===== src/rtl/alu_pipe_pkg.sv =====
// alu_pkg: shared opcode enum, opcode width and flag struct for the pipelined ALU.
package alu_pkg;

    localparam int OP_W = 3;

    typedef enum logic [OP_W-1:0] {
        ALU_ADD  = 3'd0,
        ALU_SUB  = 3'd1,
        ALU_AND  = 3'd2,
        ALU_OR   = 3'd3,
        ALU_XOR  = 3'd4,
        ALU_SLT  = 3'd5,
        ALU_SLTU = 3'd6,
        ALU_PASS = 3'd7
    } alu_op_e;

    typedef struct packed {
        logic zero;
        logic carry;
        logic ovf;
    } alu_flags_t;

endpackage


===== src/rtl/alu_pipe_if.sv =====
// alu_pipe_if: operand-in / result-out handshake bundle plus the completed-op count.
// master = producer/consumer side, slave = the ALU.
interface alu_pipe_if
    import alu_pkg::*;
#(
    parameter int WIDTH = 4,
    parameter int CNT_W = 8
) ();

    logic              io_in_valid;
    logic              io_in_ready;
    logic [WIDTH-1:0]  io_in_a;
    logic [WIDTH-1:0]  io_in_b;
    logic [OP_W-1:0]   io_in_op;
    logic              io_out_valid;
    logic              io_out_ready;
    logic [WIDTH-1:0]  io_out_res;
    logic              io_out_zero;
    logic              io_out_carry;
    logic              io_out_ovf;
    logic [CNT_W-1:0]  io_count;

    modport master (
        output io_in_valid, io_in_a, io_in_b, io_in_op, io_out_ready,
        input  io_in_ready, io_out_valid, io_out_res, io_out_zero,
               io_out_carry, io_out_ovf, io_count
    );

    modport slave (
        input  io_in_valid, io_in_a, io_in_b, io_in_op, io_out_ready,
        output io_in_ready, io_out_valid, io_out_res, io_out_zero,
               io_out_carry, io_out_ovf, io_count
    );

endinterface


===== src/rtl/alu_pipe_core.sv =====
// alu_core: purely combinational op / flag compute for one operand pair.
// Optional feature macro: ALU_SAT_EN (signed saturation of ADD/SUB on overflow).
module alu_core
    import alu_pkg::*;
#(
    parameter int WIDTH = 4
) (
    input  logic [WIDTH-1:0] a,
    input  logic [WIDTH-1:0] b,
    input  alu_op_e          op,
    output logic [WIDTH-1:0] res,
    output alu_flags_t       flags
);

    localparam int MSB = WIDTH - 1;

    logic             is_sub;
    logic [WIDTH-1:0] b_eff;
    logic [WIDTH:0]   sum;
    logic             arith_ovf;
    logic [WIDTH-1:0] sat_val;

    // Shared adder: SUB is a + ~b + 1 so carry-out reads as no-borrow.
    always_comb begin
        is_sub    = (op == ALU_SUB);
        b_eff     = is_sub ? ~b : b;
        sum       = {1'b0, a} + {1'b0, b_eff} + {{WIDTH{1'b0}}, is_sub};
        arith_ovf = (a[MSB] == b_eff[MSB]) && (sum[MSB] != a[MSB]);
        // Overflow direction follows the operand sign: positive operands clip high.
        sat_val   = a[MSB] ? {1'b1, {(WIDTH-1){1'b0}}} : {1'b0, {(WIDTH-1){1'b1}}};
    end

    // Result mux and flags; carry/ovf only meaningful for ADD/SUB.
    always_comb begin
        res   = '0;
        flags = '0;
        case (op)
            ALU_ADD, ALU_SUB: begin
`ifdef ALU_SAT_EN
                res = arith_ovf ? sat_val : sum[WIDTH-1:0];
`else
                res = sum[WIDTH-1:0];
`endif
                flags.carry = sum[WIDTH];
                flags.ovf   = arith_ovf;
            end
            ALU_AND:  res = a & b;
            ALU_OR:   res = a | b;
            ALU_XOR:  res = a ^ b;
            ALU_SLT:  res = {{(WIDTH-1){1'b0}}, ($signed(a) < $signed(b))};
            ALU_SLTU: res = {{(WIDTH-1){1'b0}}, (a < b)};
            ALU_PASS: res = a;
            default:  res = '0;
        endcase
        flags.zero = (res == '0);
    end

`ifndef ALU_SAT_EN
    // Saturation value only feeds the saturating build.
    logic unused_sat;
    assign unused_sat = ^sat_val;
`endif

endmodule


===== src/rtl/alu_pipe.sv =====
// alu_pipe: 2-stage pipelined integer ALU with valid/ready on both sides and
// a completed-op counter. S1 holds operands, S2 holds result + flags.
// Optional feature macro: ALU_SAT_EN (handled inside alu_core).
module alu_pipe
    import alu_pkg::*;
#(
    parameter int WIDTH = 4,
    parameter int CNT_W = 8
) (
    input  logic       clock,
    input  logic       reset,
    alu_pipe_if.slave  bus
);

    localparam int STAGES = 2;

    logic [STAGES:1]  vld_pipe;
    logic             adv1, adv2;
    logic             in_beat, out_beat;

    logic [WIDTH-1:0] a1, b1;
    alu_op_e          op1;

    logic [WIDTH-1:0] c_res;
    alu_flags_t       c_flags;

    logic [WIDTH-1:0] res2;
    alu_flags_t       flags2;
    logic [CNT_W-1:0] cnt;

    // Ready ripples back from the consumer; never depends on io_in_valid.
    always_comb begin
        adv2     = !vld_pipe[2] || bus.io_out_ready;
        adv1     = !vld_pipe[1] || adv2;
        in_beat  = bus.io_in_valid && adv1;
        out_beat = vld_pipe[2] && bus.io_out_ready;
    end

    // S1: capture operands on an in-beat; valid clears when drained with nothing new.
    always_ff @(posedge clock or negedge reset) begin
        if (!reset) begin
            vld_pipe[1] <= 1'b0;
            a1          <= '0;
            b1          <= '0;
            op1         <= ALU_ADD;
        end else if (adv1) begin
            vld_pipe[1] <= bus.io_in_valid;
            if (bus.io_in_valid) begin
                a1  <= bus.io_in_a;
                b1  <= bus.io_in_b;
                op1 <= alu_op_e'(bus.io_in_op);
            end
        end
    end

    alu_core #(.WIDTH(WIDTH)) u_core (
        .a     (a1),
        .b     (b1),
        .op    (op1),
        .res   (c_res),
        .flags (c_flags)
    );

    // S2: result register; data only loads with a valid S1 so outputs hold when idle.
    always_ff @(posedge clock or negedge reset) begin
        if (!reset) begin
            vld_pipe[2] <= 1'b0;
            res2        <= '0;
            flags2      <= '0;
        end else if (adv2) begin
            vld_pipe[2] <= vld_pipe[1];
            if (vld_pipe[1]) begin
                res2   <= c_res;
                flags2 <= c_flags;
            end
        end
    end

    // Completed-op counter, wraps naturally at 2^CNT_W.
    always_ff @(posedge clock or negedge reset) begin
        if (!reset)        cnt <= '0;
        else if (out_beat) cnt <= cnt + 1'b1;
    end

    // in_beat is folded into the S1 enable; kept for readability of the handshake.
    logic unused_beat;
    assign unused_beat = in_beat;

    assign bus.io_in_ready  = adv1;
    assign bus.io_out_valid = vld_pipe[2];
    assign bus.io_out_res   = res2;
    assign bus.io_out_zero  = flags2.zero;
    assign bus.io_out_carry = flags2.carry;
    assign bus.io_out_ovf   = flags2.ovf;
    assign bus.io_count     = cnt;

endmodule

===== src/flat_wrapper.sv =====
// flat-port wrapper written by rule: the top's interface ports become plain ports
module alu_pipe_flat import alu_pkg::*;
#(
    parameter int WIDTH = 4,
    parameter int CNT_W = 8
)
  (clock, reset, bus_io_in_valid, bus_io_in_a, bus_io_in_b, bus_io_in_op, bus_io_out_ready, bus_io_in_ready, bus_io_out_valid, bus_io_out_res, bus_io_out_zero, bus_io_out_carry, bus_io_out_ovf, bus_io_count);
  alu_pipe_if #(.WIDTH(WIDTH), .CNT_W(CNT_W)) bus_i ();
  input  logic clock;
  input  logic reset;
  input wire logic [$bits(bus_i.io_in_valid)-1:0] bus_io_in_valid;
  input wire logic [$bits(bus_i.io_in_a)-1:0] bus_io_in_a;
  input wire logic [$bits(bus_i.io_in_b)-1:0] bus_io_in_b;
  input wire logic [$bits(bus_i.io_in_op)-1:0] bus_io_in_op;
  input wire logic [$bits(bus_i.io_out_ready)-1:0] bus_io_out_ready;
  output wire logic [$bits(bus_i.io_in_ready)-1:0] bus_io_in_ready;
  output wire logic [$bits(bus_i.io_out_valid)-1:0] bus_io_out_valid;
  output wire logic [$bits(bus_i.io_out_res)-1:0] bus_io_out_res;
  output wire logic [$bits(bus_i.io_out_zero)-1:0] bus_io_out_zero;
  output wire logic [$bits(bus_i.io_out_carry)-1:0] bus_io_out_carry;
  output wire logic [$bits(bus_i.io_out_ovf)-1:0] bus_io_out_ovf;
  output wire logic [$bits(bus_i.io_count)-1:0] bus_io_count;
  assign bus_i.io_in_valid = bus_io_in_valid;
  assign bus_i.io_in_a = bus_io_in_a;
  assign bus_i.io_in_b = bus_io_in_b;
  assign bus_i.io_in_op = bus_io_in_op;
  assign bus_i.io_out_ready = bus_io_out_ready;
  assign bus_io_in_ready = bus_i.io_in_ready;
  assign bus_io_out_valid = bus_i.io_out_valid;
  assign bus_io_out_res = bus_i.io_out_res;
  assign bus_io_out_zero = bus_i.io_out_zero;
  assign bus_io_out_carry = bus_i.io_out_carry;
  assign bus_io_out_ovf = bus_i.io_out_ovf;
  assign bus_io_count = bus_i.io_count;
  alu_pipe #(.WIDTH(WIDTH), .CNT_W(CNT_W)) u_core (.clock(clock), .reset(reset), .bus(bus_i));
endmodule

===== config.mk =====
export PLATFORM = sky130hd
export DESIGN_NAME = alu_pipe_flat
export DESIGN_NICKNAME = d
export VERILOG_FILES = /design/src/rtl/alu_pipe_pkg.sv /design/src/rtl/alu_pipe_if.sv /design/src/rtl/alu_pipe_core.sv /design/src/rtl/alu_pipe.sv /design/src/flat_wrapper.sv
export SDC_FILE = /design/constraint.sdc
export NUM_CORES = 1
export LEC_CHECK = 0
export ABC_AREA = 1
export CELL_PAD_IN_SITES_DETAIL_PLACEMENT = 1
export CELL_PAD_IN_SITES_GLOBAL_PLACEMENT = 1
export CORE_UTILIZATION = 34
export DETAILED_ROUTE_END_ITERATION = 10
export GPL_ROUTABILITY_DRIVEN = 0
export PLACE_DENSITY = 0.7
export SKIP_LAST_GASP = 1
export SLEW_MARGIN = 20
export SYNTH_ARGS = -nofsm -noshare
export SYNTH_HDL_FRONTEND = slang
export SYNTH_SLANG_ARGS = --single-unit

===== constraint.sdc =====
create_clock -name clock -period 2 [get_ports clock]
set_input_delay 0.2 -clock clock [delete_from_list [all_inputs] [get_ports clock]]
set_output_delay 0.2 -clock clock [all_outputs]
set_load 0.05 [all_outputs]

==> flow_summary.ini <==
[placed_design]
place_inst = 308
placed_area_um2 = 2140
hpwl_mm = 3.35
numPortBuffers = 31

[timing]
finClkSkew_ns = 0.0103
setup_violations = 1
relSlewSlack = 0.649
slew_viol_final = 0
fin_ws_ns = -0.0201
max_freq_mhz = 495
finalHoldViolCount = 0
period_minus_slack_ns = 2.02
rsz0062_at_grt = true
tightest_slew_ns = 0.519
period_share = 1.01

[finish]
layout_common_cells = nand2_1, clkdlybuf4s50_1, dfrtp_1
nets = 281
final_common_cell = nand2_1
drive_gt1_frac = 0.165
diodes = 0
area_growth_pct = 35.4
nFillCells = 599
fin_area_um2 = 2310
stdcell_count = 315

[setup_path]
crit_type = register to register
worst_ep_required_time_ns = 2.16
r2r_start = u_core.op1[2]$_DFFE_PN0P_
r2r.worst_path.cells = 9
reg2reg_setup_slack_ns = -0.02
startpoint_type = register
worstSetupEndpointType = register
crit_path_end = u_core.bus.io_out_zero$_DFFE_PN0P_
startpoint = u_core.op1[2]$_DFFE_PN0P_
reg2reg_to = u_core.bus.io_out_zero$_DFFE_PN0P_
worstPathArrival_ns = 2.18
crit_fanout = 3

[job]
maxCapViolations = 0

[cts]
worstSkewPairLatency_ns = 0.28
clock_sinks = 28
root_buffer = clkbuf_8
cts_tree = yes
numCtsBuffers = 3
h-tree-depth = 1
cts_buffer_depth = 2
clkSlewWorstSetupHoldPaths_ns = 0.11

[pwr]
pwr-share-seq = 0.313
power_density_nw_per_um2 = 1200
p_switching_uw = 1240
intPower_uw = 1520
power_frac_comb = 0.521
ir_drop_mv = 0.590
leakage_uw = 0.00112
clkPwrFrac = 0.166
switching_share = 0.450

[floorplan]
fp.dieW_um = 72.8
core-area_um2 = 4790
start_util = 0.356
dieArea_um2 = 5300
io_pins = 32
fp.dieH_um = 72.8
rows = 25

[logic_synthesis]
ys_ff_latch = 28
synth_cell_types = 31
syn_nets = 238
synth.avg_cell_area_um2 = 8.28
ys_warn_count = 0
syn_inst = 206
ys_seq_area_frac = 0.411
syn-cell-area_um2 = 1710

[routing]
num_vias = 1455
wl_mm = 4.29
dr.pass1.iters = 4
vias_per_cell = 4.62
drc = 0
antenna_left = 0
drtIter0Drc = 61
wl_per_cell_um = 13.6

[grt]
antenna_found_initial = 0
grt_max_degree = 29
grt_use_total = 0.175
grt_pass1_wl_mm = 7.13
overflow = 0
grt_pass1_vias = 1523

[run_status]
violations = setup timing
outcome = finished, violations left

[worst_hold_path]
hold_class = input port to async pin
==> synth_stat cells, drive strengths merged <==
| library cell | number | area, um2 |
|---|---|---|
| a21oi | 17 | 85.1 |
| buf | 4 | 27.5 |
| dfrtp | 28 | 701 |
| fa | 1 | 20.0 |
| ha | 16 | 200 |
| inv | 31 | 116 |
| mux2 | 1 | 11.3 |
| nand2 | 40 | 155 |
| nand3 | 15 | 75.1 |
| nand3b | 2 | 15.0 |
| nand4 | 3 | 18.8 |
| nor2 | 21 | 91.3 |
| nor3 | 3 | 15.0 |
| nor3b | 1 | 7.51 |
| o21a | 1 | 7.51 |
| o21ai | 6 | 30.0 |
| o21bai | 1 | 7.51 |
| o22ai | 1 | 6.26 |
| o311ai | 1 | 8.76 |
| or2 | 2 | 12.5 |
| or3 | 1 | 6.26 |
| xnor2 | 1 | 8.76 |
| xor2 | 9 | 78.8 |
==> critical path, cell delays in order (launching register included) <==
cell,delay (ns)
dfrtp_1,0.42
nor2_4,0.17
nand2_4,0.10
xor2_4,0.17
fa_2,0.46
or2_4,0.24
nand4_1,0.11
nor2_1,0.06
nand3_1,0.09
nand2_1,0.08
==> final cells by class <==
| type | instances | area (um2) | share of cell area |
|---|---|---|---|
| flip-flops and latches | 28 | 701 | 0.303 |
| clock buffers | 3 | 41.3 | 0.0179 |
| multi-input cells | 143 | 943 | 0.408 |
| clock inverters | 1 | 30.0 | 0.0130 |
| well taps | 67 | 83.8 | 0.0363 |
| repair buffers | 42 | 394 | 0.171 |
| inverters | 31 | 116 | 0.0504 |
==> metrics by stage <==
| step | TNS (ns) | utilization | total power (uW) | hold slack, ns | worst slack, ns |
|---|---|---|---|---|---|
| after floorplan | -0.00889 | - | 1750 | -0.0956 | -0.00889 |
| after global placement | 0 | 0.448 | 2190 | 0.460 | 0.0609 |
| after detailed placement | -0.00309 | 0.448 | 2230 | 0.467 | -0.00309 |
| after CTS | 0 | 0.471 | 2730 | 0.291 | 0.00189 |
| after global routing | -0.234 | 0.483 | 2930 | 0.335 | -0.138 |
| final | -0.0201 | 0.483 | 2760 | 0.287 | -0.0201 |
==> power groups by stage <==
stage	clock network, uW	registers, uW	logic, uW
after CTS	472	863	1400
after detailed placement	0	870	1360
after global placement	0	869	1320
final	458	866	1440
after floorplan	0	1250	499
after global routing	483	886	1560
==> sequential cells by signal (all words and copies together), names as in the netlist <==
signal / cells
u_core.vld_pipe: 1
u_core.bus.io_out_ovf: 1
u_core.b1: 4
u_core.bus.io_out_zero: 1
u_core.bus.io_out_res: 4
u_core.bus.io_count: 8
u_core.op1: 3
u_core.a1: 4
u_core.bus.io_out_valid: 1
u_core.bus.io_out_carry: 1
==> metal layers <==
layer,wire (um),GRT usage
met1,2070,0.244
met2,2090,0.298
met3,74,0.0207
met4,48,0.0261
met5,0,0
==> worst min path at each step <==
| stage | start | end | slack [ns] | cells after the start |
|---|---|---|---|---|
| floorplan | reset | u_core.a1[0]$_DFFE_PN0P_ | -0.1 | 0 |
| global placement | u_core.bus.io_count[7]$_DFFE_PN0P_ | u_core.bus.io_count[7]$_DFFE_PN0P_ | 0.46 | 1 |
| detailed placement | u_core.bus.io_count[7]$_DFFE_PN0P_ | u_core.bus.io_count[7]$_DFFE_PN0P_ | 0.47 | 1 |
| CTS | reset | u_core.a1[2]$_DFFE_PN0P_ | 0.29 | 2 |
| global route | reset | u_core.bus.io_out_res[0]$_DFFE_PN0P_ | 0.34 | 2 |
| finish | reset | u_core.bus.io_count[5]$_DFFE_PN0P_ | 0.29 | 2 |
==> logic make-up (layout without fill, tap and decap cells) <==
kind of cell / count (synthesis) / after routing / synth area share
fa+ha+maj: 17 / 17 / 0.129
compound gates: 27 / 27 / 0.0851
buf+inv: 35 / 77 / 0.0844
flops: 28 / 28 / 0.411
xor+xnor: 10 / 10 / 0.0514
mux: 1 / 1 / 0.00660
simple gates: 88 / 88 / 0.233
==> what timing repair did <==
| item | CTS | global route |
|---|---|---|
| resized for setup | 7 | 11 |
| endpoints found under the setup margin | 1 | 3 |
| pin swaps | 6 | 8 |
| hold buffers | 0 | 0 |
| buffers inserted | 2 | 1 |
| hold endpoints to repair | 0 | 0 |
Note: power is estimated with default switching activity, not from simulation.
